--- src/rtl/mini16_uart_pkg.sv ---
// Shared definitions for the mini16 UART transmit path: arbiter state
// encoding and the default wait for the transmitter to report busy.
package mini16_uart_pkg;

    typedef enum logic [1:0] {
        ARB_IDLE      = 2'd0,
        ARB_WAIT_BUSY = 2'd1,
        ARB_WAIT_DONE = 2'd2
    } arb_state_t;

    localparam int DEFAULT_BUSY_TIMEOUT = 15;

endpackage

--- src/rtl/rr_select.sv ---
// Combinational round-robin pick: first set request searching upward from
// last+1, wrapping modulo CORES. Shared with the future memory arbiter.
module rr_select #(
    parameter int CORES    = 4,
    parameter int IDX_BITS = 2
) (
    input  logic [CORES-1:0]    req,
    input  logic [IDX_BITS-1:0] last,
    output logic [IDX_BITS-1:0] winner,
    output logic                any
);

    always_comb begin : pick
        int                  w_idx;
        logic [IDX_BITS-1:0] w_idx_b;
        winner  = last;
        w_idx   = 0;
        w_idx_b = '0;
        // Walk from the farthest candidate down so the nearest one wins last.
        for (int k = CORES; k >= 1; k--) begin
            w_idx = int'(last) + k;
            if (w_idx >= CORES) begin
                w_idx = w_idx - CORES;
            end
            w_idx_b = IDX_BITS'(w_idx);
            if (req[w_idx_b]) begin
                winner = w_idx_b;
            end
        end
    end

    assign any = |req;

endmodule

--- src/rtl/uart_tx_arbiter.sv ---
// Round-robin sharing of the single UART transmitter between CORES cores:
// grants one byte per handshake and tracks transmitter busy until done.
module uart_tx_arbiter
    import mini16_uart_pkg::*;
#(
    parameter int CORES        = 4,
    parameter int IDX_BITS     = 2,
    parameter int WIDTH        = 8,
    parameter int BUSY_TIMEOUT = DEFAULT_BUSY_TIMEOUT
) (
    input  logic                   clk,
    input  logic                   reset,
    input  logic [CORES-1:0]       req,
    input  logic [CORES*WIDTH-1:0] data,
    output logic [CORES-1:0]       ack,
    output logic                   uart_start,
    output logic [WIDTH-1:0]       uart_data_tx,
    input  logic                   uart_busy,
    output logic [IDX_BITS-1:0]    grant_id,
    output logic                   active,
    output logic                   timeout_err
);

    localparam int CNT_W = $clog2(BUSY_TIMEOUT + 1);

    arb_state_t          r_state;
    arb_state_t          w_state_next;
    logic [IDX_BITS-1:0] r_last;
    logic [CNT_W-1:0]    r_cnt;
    logic [CORES-1:0]    r_ack;
    logic                r_start;
    logic [WIDTH-1:0]    r_data_tx;
    logic [IDX_BITS-1:0] r_grant_id;
    logic                r_timeout_err;

    logic [IDX_BITS-1:0] w_winner;
    logic                w_any;
    logic                w_timeout_hit;
    logic                w_grant;
    logic                w_timeout_set;
    logic [WIDTH-1:0]    w_bytes [CORES];

    for (genvar gi = 0; gi < CORES; gi++) begin : g_bytes
        assign w_bytes[gi] = data[gi*WIDTH +: WIDTH];
    end

    rr_select #(
        .CORES    (CORES),
        .IDX_BITS (IDX_BITS)
    ) u_rr_select (
        .req    (req),
        .last   (r_last),
        .winner (w_winner),
        .any    (w_any)
    );

    // Counter holds the number of edges already spent in WAIT_BUSY.
    assign w_timeout_hit = (r_cnt == CNT_W'(BUSY_TIMEOUT - 1));

    always_comb begin
        w_state_next = r_state;
        case (r_state)
            ARB_IDLE: begin
                if (w_any) w_state_next = ARB_WAIT_BUSY;
            end
            ARB_WAIT_BUSY: begin
                if (uart_busy)          w_state_next = ARB_WAIT_DONE;
                else if (w_timeout_hit) w_state_next = ARB_IDLE;
            end
            ARB_WAIT_DONE: begin
                if (!uart_busy) w_state_next = ARB_IDLE;
            end
            default: w_state_next = ARB_IDLE;
        endcase
    end

    always_comb begin
        w_grant       = (r_state == ARB_IDLE) && w_any;
        w_timeout_set = (r_state == ARB_WAIT_BUSY) && !uart_busy && w_timeout_hit;
    end

    always_ff @(posedge clk) begin
        if (reset) begin
            r_state       <= ARB_IDLE;
            r_last        <= IDX_BITS'(CORES - 1);
            r_cnt         <= '0;
            r_ack         <= '0;
            r_start       <= 1'b0;
            r_data_tx     <= '0;
            r_grant_id    <= '0;
            r_timeout_err <= 1'b0;
        end else begin
            r_state <= w_state_next;
            r_start <= w_grant;
            r_ack   <= w_grant ? (CORES'(1) << w_winner) : '0;
            if (w_grant) begin
                r_data_tx  <= w_bytes[w_winner];
                r_grant_id <= w_winner;
                r_last     <= w_winner;
                r_cnt      <= '0;
            end else if (r_state == ARB_WAIT_BUSY) begin
                r_cnt <= r_cnt + 1'b1;
            end
            if (w_timeout_set) begin
                r_timeout_err <= 1'b1;
            end
        end
    end

    assign ack          = r_ack;
    assign uart_start   = r_start;
    assign uart_data_tx = r_data_tx;
    assign grant_id     = r_grant_id;
    assign active       = (r_state != ARB_IDLE);
    assign timeout_err  = r_timeout_err;

endmodule

--- config.mk ---
export PLATFORM = sky130hd
export DESIGN_NAME = uart_tx_arbiter
export DESIGN_NICKNAME = d
export VERILOG_FILES = /design/src/rtl/mini16_uart_pkg.sv /design/src/rtl/rr_select.sv /design/src/rtl/uart_tx_arbiter.sv
export SDC_FILE = /design/constraint.sdc
export NUM_CORES = 1
export LEC_CHECK = 0
export BUFFER_PORTS_ARGS = -buffer_cell sky130_fd_sc_hd__buf_2
export CAP_MARGIN = 0
export CORE_MARGIN = 2
export CORE_UTILIZATION = 44
export DETAILED_ROUTE_END_ITERATION = 12
export GPL_ROUTABILITY_DRIVEN = 0
export HOLD_SLACK_MARGIN = 0.05
export PLACE_DENSITY = 0.74
export SLEW_MARGIN = 20
export SYNTH_ARGS = -nofsm -noshare
export SYNTH_HDL_FRONTEND = slang
export SYNTH_HIERARCHICAL = 1
export SYNTH_SLANG_ARGS = --single-unit
--- constraint.sdc ---
create_clock -name clk -period 2.2 [get_ports clk]
set_input_delay 0.22 -clock clk [delete_from_list [all_inputs] [get_ports clk]]
set_output_delay 0.22 -clock clk [all_outputs]
set_load 0.05 [all_outputs]
== After elaboration in Yosys (flattened, before gate mapping) ==
Index checks and enable logic that the tools add are counted.

* Add/sub/neg operators: 9
* $mul: 0
* Divide/modulo/power cells: 0
* Order comparisons: 9
* Equal/unequal tests: 6
* Shift-type cells: 1
* Muxes and demuxes: 24
* Bitwise gates (word level): 2
* Reductions and logical operators: 10

{| class="wikitable"
|+ Operators with widths
! cell !! count
|-
| two-way mux 2 bit || 12
|-
| binary-select mux 8 bit (select 2 bit) || 1
|-
| two-way mux 8 bit || 2
|-
| >= comparator 3 bit (second input constant) || 4
|-
| less-than comparator 2 x 3 -> 1 bit (second input constant) || 4
|-
| binary-select mux 1 bit (select 2 bit) || 4
|-
| subtractor 2 x 1 -> 2 bit (second input constant) || 4
|-
| adder 2 x 2 -> 3 bit (second input constant) || 2
|-
| case mux 2 bit (3 select lines) || 1
|-
| adder 2 x 3 -> 4 bit (second input constant) || 1
|-
| adder 4 x 1 -> 4 bit (second input constant) || 1
|-
| == test 4 bit (second input constant) || 1
|-
| >= comparator 4 x 3 -> 1 bit (second input constant) || 1
|-
| two-way mux 1 bit || 4
|-
| inequality test 2 bit (second input constant) || 2
|-
| OR reduction 2 bit || 2
|-
| OR reduction 4 bit || 1
|-
| left shift 1 x 2 -> 4 bit (first input constant) || 1
|-
| adder 2 x 1 -> 3 bit (second input constant) || 1
|-
| logical AND 1 bit || 3
|-
| inequality test 3 bit (second input constant) || 1
|-
| inverter 2 -> 3 bit || 1
|-
| AND reduction 3 bit || 1
|-
| == test 2 x 1 -> 1 bit (second input constant) || 1
|-
| 5 further kinds || 5
|}

* Register bits after elaboration: 24
* Bits in latches: 0
* Bits in writable memories: 0
* ROM bits: 0
* Input port bits: 39
* Output and inout bits: 17
* Memories: 0

== Logic depth before layout (Yosys ltp) ==
* Word-level depth: 13
* Gate-level depth with buffers: 7
* Depth with buffers taken out: 5

== Hierarchy ==
The synthesis kept the hierarchy.

{| class="wikitable"
|+ By module, submodules not included
! module !! instances !! cells each !! area each (µm²) !! seq. area each (µm²)
|-
| uart_tx_arbiter || 1 || 83 || 1034.7 || 480.5
|-
| rr_select || 1 || 14 || 82.6 || 0.0
|}

== Worst setup path after synthesis ==
No wires, ideal clock.

* Path kind: reg-to-reg
* Start: reg r_last[1]
* End: reg r_data_tx[0], in the netlist uart_data_tx[0]
* Setup time: 0.117 ns
* Arrival: 1.748 ns
* Setup slack: 0.336 ns
* Stages on the path, launching flop included: 8
* Clock period less this slack: 1.864 ns
* Path through: dfxtp_1 mux2i_1 nor2_1 a221o_1 buf_6 buf_8 mux4_2 a22o_1

* Word-level cells in the longest chain between the ends: 13
* Elaborated cells on any way between the ends: 32

{| class="wikitable"
|+ Ends and longest elaborated chain
! element !! RTL line !! RTL
|-
| start, declared || uart_tx_arbiter.sv:28 || <nowiki>logic [IDX_BITS-1:0] r_last;</nowiki>
|-
| start signal, assigned || uart_tx_arbiter.sv:85 || <nowiki>r_last <= IDX_BITS'(CORES - 1);</nowiki>
|-
| start signal, assigned || uart_tx_arbiter.sv:99 || <nowiki>r_last <= w_winner;</nowiki>
|-
| adder 2 x 3 -> 4 bit || rr_select.sv:21 || <nowiki>w_idx = int'(last) + k;</nowiki>
|-
| >= comparator 4 x 3 -> 1 bit or subtractor 2 x 1 -> 2 bit (tied branches) || rr_select.sv:22, rr_select.sv:23 ||
|-
| two-way mux 2 bit || rr_select.sv:22 || <nowiki>if (w_idx >= CORES) begin</nowiki>
|-
| binary-select mux 1 bit (select 2 bit) || rr_select.sv:26 || <nowiki>if (req[w_idx_b]) begin</nowiki>
|-
| two-way mux 1 bit (implied by the code) || rr_select.sv:26 ||
|-
| two-way mux 2 bit (3 in a row) || rr_select.sv:26 ||
|-
| two-way mux 2 bit (*) || rr_select.sv:26 ||
|-
| via w_winner[0] || uart_tx_arbiter.sv:36 || <nowiki>logic [IDX_BITS-1:0] w_winner;</nowiki>
|-
| inverter 2 -> 3 bit (implied by the code) (*) || uart_tx_arbiter.sv:97 || <nowiki>r_data_tx <= w_bytes[w_winner];</nowiki>
|-
| binary-select mux 8 bit (select 2 bit) (*) || uart_tx_arbiter.sv:97 ||
|-
| two-way mux 8 bit (implied by the code) (*) (2 in a row) || uart_tx_arbiter.sv:97 ||
|-
| end signal, assigned || uart_tx_arbiter.sv:97 ||
|-
| end, declared || uart_tx_arbiter.sv:32 || <nowiki>logic [WIDTH-1:0] r_data_tx;</nowiki>
|}

The timed path passes the listed nets; every way through them passes the cells marked *. The select of a mux whose other input is x is not followed.
A chain may end at the register's enable or synchronous reset.

== Final worst setup path ==
* Start: reg r_last[1]
* End: reg r_data_tx[6], in the netlist uart_data_tx[6]

Same word-level chain as after synthesis.

==> run metrics <==
run status finished, final reports clean; fin cells approximately 190; final hold viol count 0; Tightest Pin Transition about 0.45 ns; # IOs between 50 and 60; largest delay contributor family on the critical path multiplexers; post-CTS setup-driven buffer insertion count 0; met3 capacity usage during global routing around 3.8%; number of buffers and inverters on the critical path 1; Remaining DRCs 0; top cells by instance count after synthesis sky130_fd_sc_hd__dfxtp_1 (24), sky130_fd_sc_hd__a22o_1 (8), sky130_fd_sc_hd__inv_1 (8); number of enable flip-flop cells after synthesis 0; Net Sw Frac 38.4%; storage element area between 400 and 500 µm²; Synth Warn # 6; Total GRT Usage between 10% and 20%; half-perimeter wire length after placement between 1500 and 2000 µm; Setup CP Type reg2reg; Hold Crit Class in2reg; Synthesized Nets approximately 140; r2r startpoint r_last[1]$_SDFFE_PP1P_; clock share of power a little under a fifth; Die Width between 50 and 60 µm; layer carrying the most global-route usage met2; capture point of the worst reg-to-reg path uart_data_tx[6]$_SDFFE_PP0P_; post-cts hold buffer count 0; crit path setup slack, layout roughly 0.15 ns; Final ANT Viol Nets 0; number of standard-cell rows in the floorplan 18; initial cell density of the core ~46%; cell-internal power 0.801 mW; Pleak ~0.71 nW; DR vias/cell around 5.3; area used by multi-input combinational logic 569 µm²; hold_sp uart_busy; Antenna Diode Count 0; vias post-DR between 900 and 1000; cells after synthesis 97; post-layout net count a little under 200; total power density per cell area ~900 mW/mm²; placed instance count 181; final routed wire length divided by cell count roughly 14 µm; register bit count reported by yosys 24; largest cells by area after synthesis sky130_fd_sc_hd__dfxtp_1 (43%), sky130_fd_sc_hd__mux4_1 (9.4%), sky130_fd_sc_hd__mux4_2 (8.1%); CP max stage delay roughly 0.48 ns; final routed wirelength across all metal layers 2550 µm; clock latency on the worst-skew pair approximately 0.31 ns; IR Drop Worst-Case VDD about 430 µV; number of unique standard cell types used by synthesis 38; r2r worst-path depth 6; number of fill cells in the layout around 220; final worst-path cycle share ~93%; area growth from synthesis to layout 29.9%; post_cts resized 0; GR Util met1 just over 20%; clock root buffer sky130_fd_sc_hd__clkbuf_4; final cell utilization of the core 59.7%; maximum number of pins on one net before global-route repair 14; fraction of synthesis flops using an asynchronous set or reset pin 0%; number of antenna violations at the first check in global routing 0; sequential share of the synthesized area between 40% and 50%; cell with the most instances after synthesis sky130_fd_sc_hd__dfxtp_1; Worst setup EP type flop; Clock Pin Slew Worst Setup and Hold Paths about 0.13 ns; met2 layer usage reported by global route ~31%; max-slew violation count 0; CP Data Required Time ~2.4 ns; maximum count of clock buffers along a single path 2; standard cell with the maximum stage delay on the critical path sky130_fd_sc_hd__dfxtp_1; H-tree depth 1; switching power total 0.500 mW; worst clock skew between 0.004 and 0.005 ns; combinational fraction of design power about two fifths; TritonCTS clock tree built; post-synth top area share a little over two fifths; Detailed Routing Iterations Pass 1 4; placement-stage worst setup slack 0.147 ns; end point of the most critical hold path r_state[0]$_SDFFE_PP0P_; IO Port Bufs 55; total stage count of the critical path 6; maximum achievable frequency around 0.49 GHz; source of the critical timing path r_last[1]$_SDFFE_PP1P_; critical path arrival about 2.3 ns; die height about 54 µm; worst rel slew slack a little over two thirds; max-cap check violation count 0; most instantiated flip-flop cell in the synthesis netlist sky130_fd_sc_hd__dfxtp_1; first-pass GRT wire length between 3000 and 4000 µm; Std-Cell Core Area 0.00243 mm²; violation count after the first detailed-routing iteration 20; sequential share of power 41.4%; list of cells traversed by the critical path mux2i_1 > nor2_1 > a221o_1 > buf_4 > mux4_2 > a22o_1; minimum period implied by the final worst setup slack 2.05 ns; Die ar. 0.00296 mm²; post-synth top area cell sky130_fd_sc_hd__dfxtp_1; fraction of layout cells with a size suffix above 1 45.8%; number of global-route vias before repair about 890; cell area after synthesis 0.00112 mm²; number of failing setup endpoints in the final timing report 0; Inserted Clock Buffers 3; RSZ-0062 raised after global routing no; Worst Path Max Fanout 8; overflow left after global routing 0; synthesized area per cell 11.5 µm²; Critical Path Start Type flop; clk sinks 24; setup total negative slack 0 ns; Worst R2R Setup Slack roughly 0.15 ns; hold path cells 2
## final cells by class
class | instances | share of cell area (%)
clock buffers | 4 | 2.50
well taps | 30 | 2.59
repair buffers | 58 | 20.5
inverters | 8 | 2.07
flip-flops and latches | 24 | 33.1
multi-input cells | 61 | 39.2
## cell families after synthesis
kind of cell / count (synthesis) / share of synthesized area (%)
xor gates and xnor gates: 3 / 2.35
DFF: 24 / 43.0
and+or+nand+nor: 23 / 11.4
AOI/OAI and AO/OA: 24 / 16.6
buffers and inverters: 12 / 6.05
adders and majority gates: 2 / 2.24
muxes: 9 / 18.4
## per-layer routing
layer | part of all wire, % | up-vias | wire length (µm)
met3 | 5.7 | 4 | 146
met2 | 50 | 30 | 1270
li1 | - | 486 | -
met5 | 0 | - | 0
met1 | 43 | 460 | 1090
met4 | 1.5 | 0 | 37
## state kept, by name, indices dropped and copies added (netlist names)
| name | cells |
|---|---|
| uart_start | 1 |
| r_cnt | 4 |
| r_state | 2 |
| grant_id | 2 |
| r_last | 2 |
| uart_data_tx | 8 |
| timeout_err | 1 |
| ack | 4 |
## power by group through the flow
stage	sequential, mW	clock (mW)	combinational (mW)
after global placement	0.546	0	0.521
after floorplan	0.704	0	0.255
after CTS	0.539	0.241	0.530
after global routing	0.545	0.254	0.562
after detailed placement	0.548	0	0.530
final	0.538	0.236	0.526
## how the worst max path moves through the flow
| stage | to | slack [ns] |
|---|---|---|
| CTS | uart_data_tx[6]$_SDFFE_PP0P_ | 0.13 |
| global placement | uart_data_tx[6]$_SDFFE_PP0P_ | 0.23 |
| global route | uart_data_tx[0]$_SDFFE_PP0P_ | 0.05 |
| floorplan | uart_data_tx[0]$_SDFFE_PP0P_ | 0.34 |
| detailed placement | uart_data_tx[6]$_SDFFE_PP0P_ | 0.15 |
| finish | uart_data_tx[6]$_SDFFE_PP0P_ | 0.15 |
## layout by cell type, fill, tap and decap left out, types with 3 or more instances in the layout
cell,count
sky130_fd_sc_hd__dfxtp_1,24
sky130_fd_sc_hd__nor3_1,3
sky130_fd_sc_hd__mux4_1,4
sky130_fd_sc_hd__clkbuf_4,3
sky130_fd_sc_hd__a22o_1,8
sky130_fd_sc_hd__nor2_1,6
sky130_fd_sc_hd__a21oi_1,3
sky130_fd_sc_hd__inv_1,8
sky130_fd_sc_hd__buf_2,55
sky130_fd_sc_hd__buf_4,3
sky130_fd_sc_hd__mux4_2,4
## through the flow
stage	power, mW	hold WS [ns]	area [µm²]
floorplan	0.960	0.292	1120
detailed placement	1.08	0.435	1420
finish	1.30	0.0952	1450
global placement	1.07	0.429	1420
CTS	1.31	0.0876	1450
global route	1.36	0.0857	1450
Power figures use the tool's default switching activity.
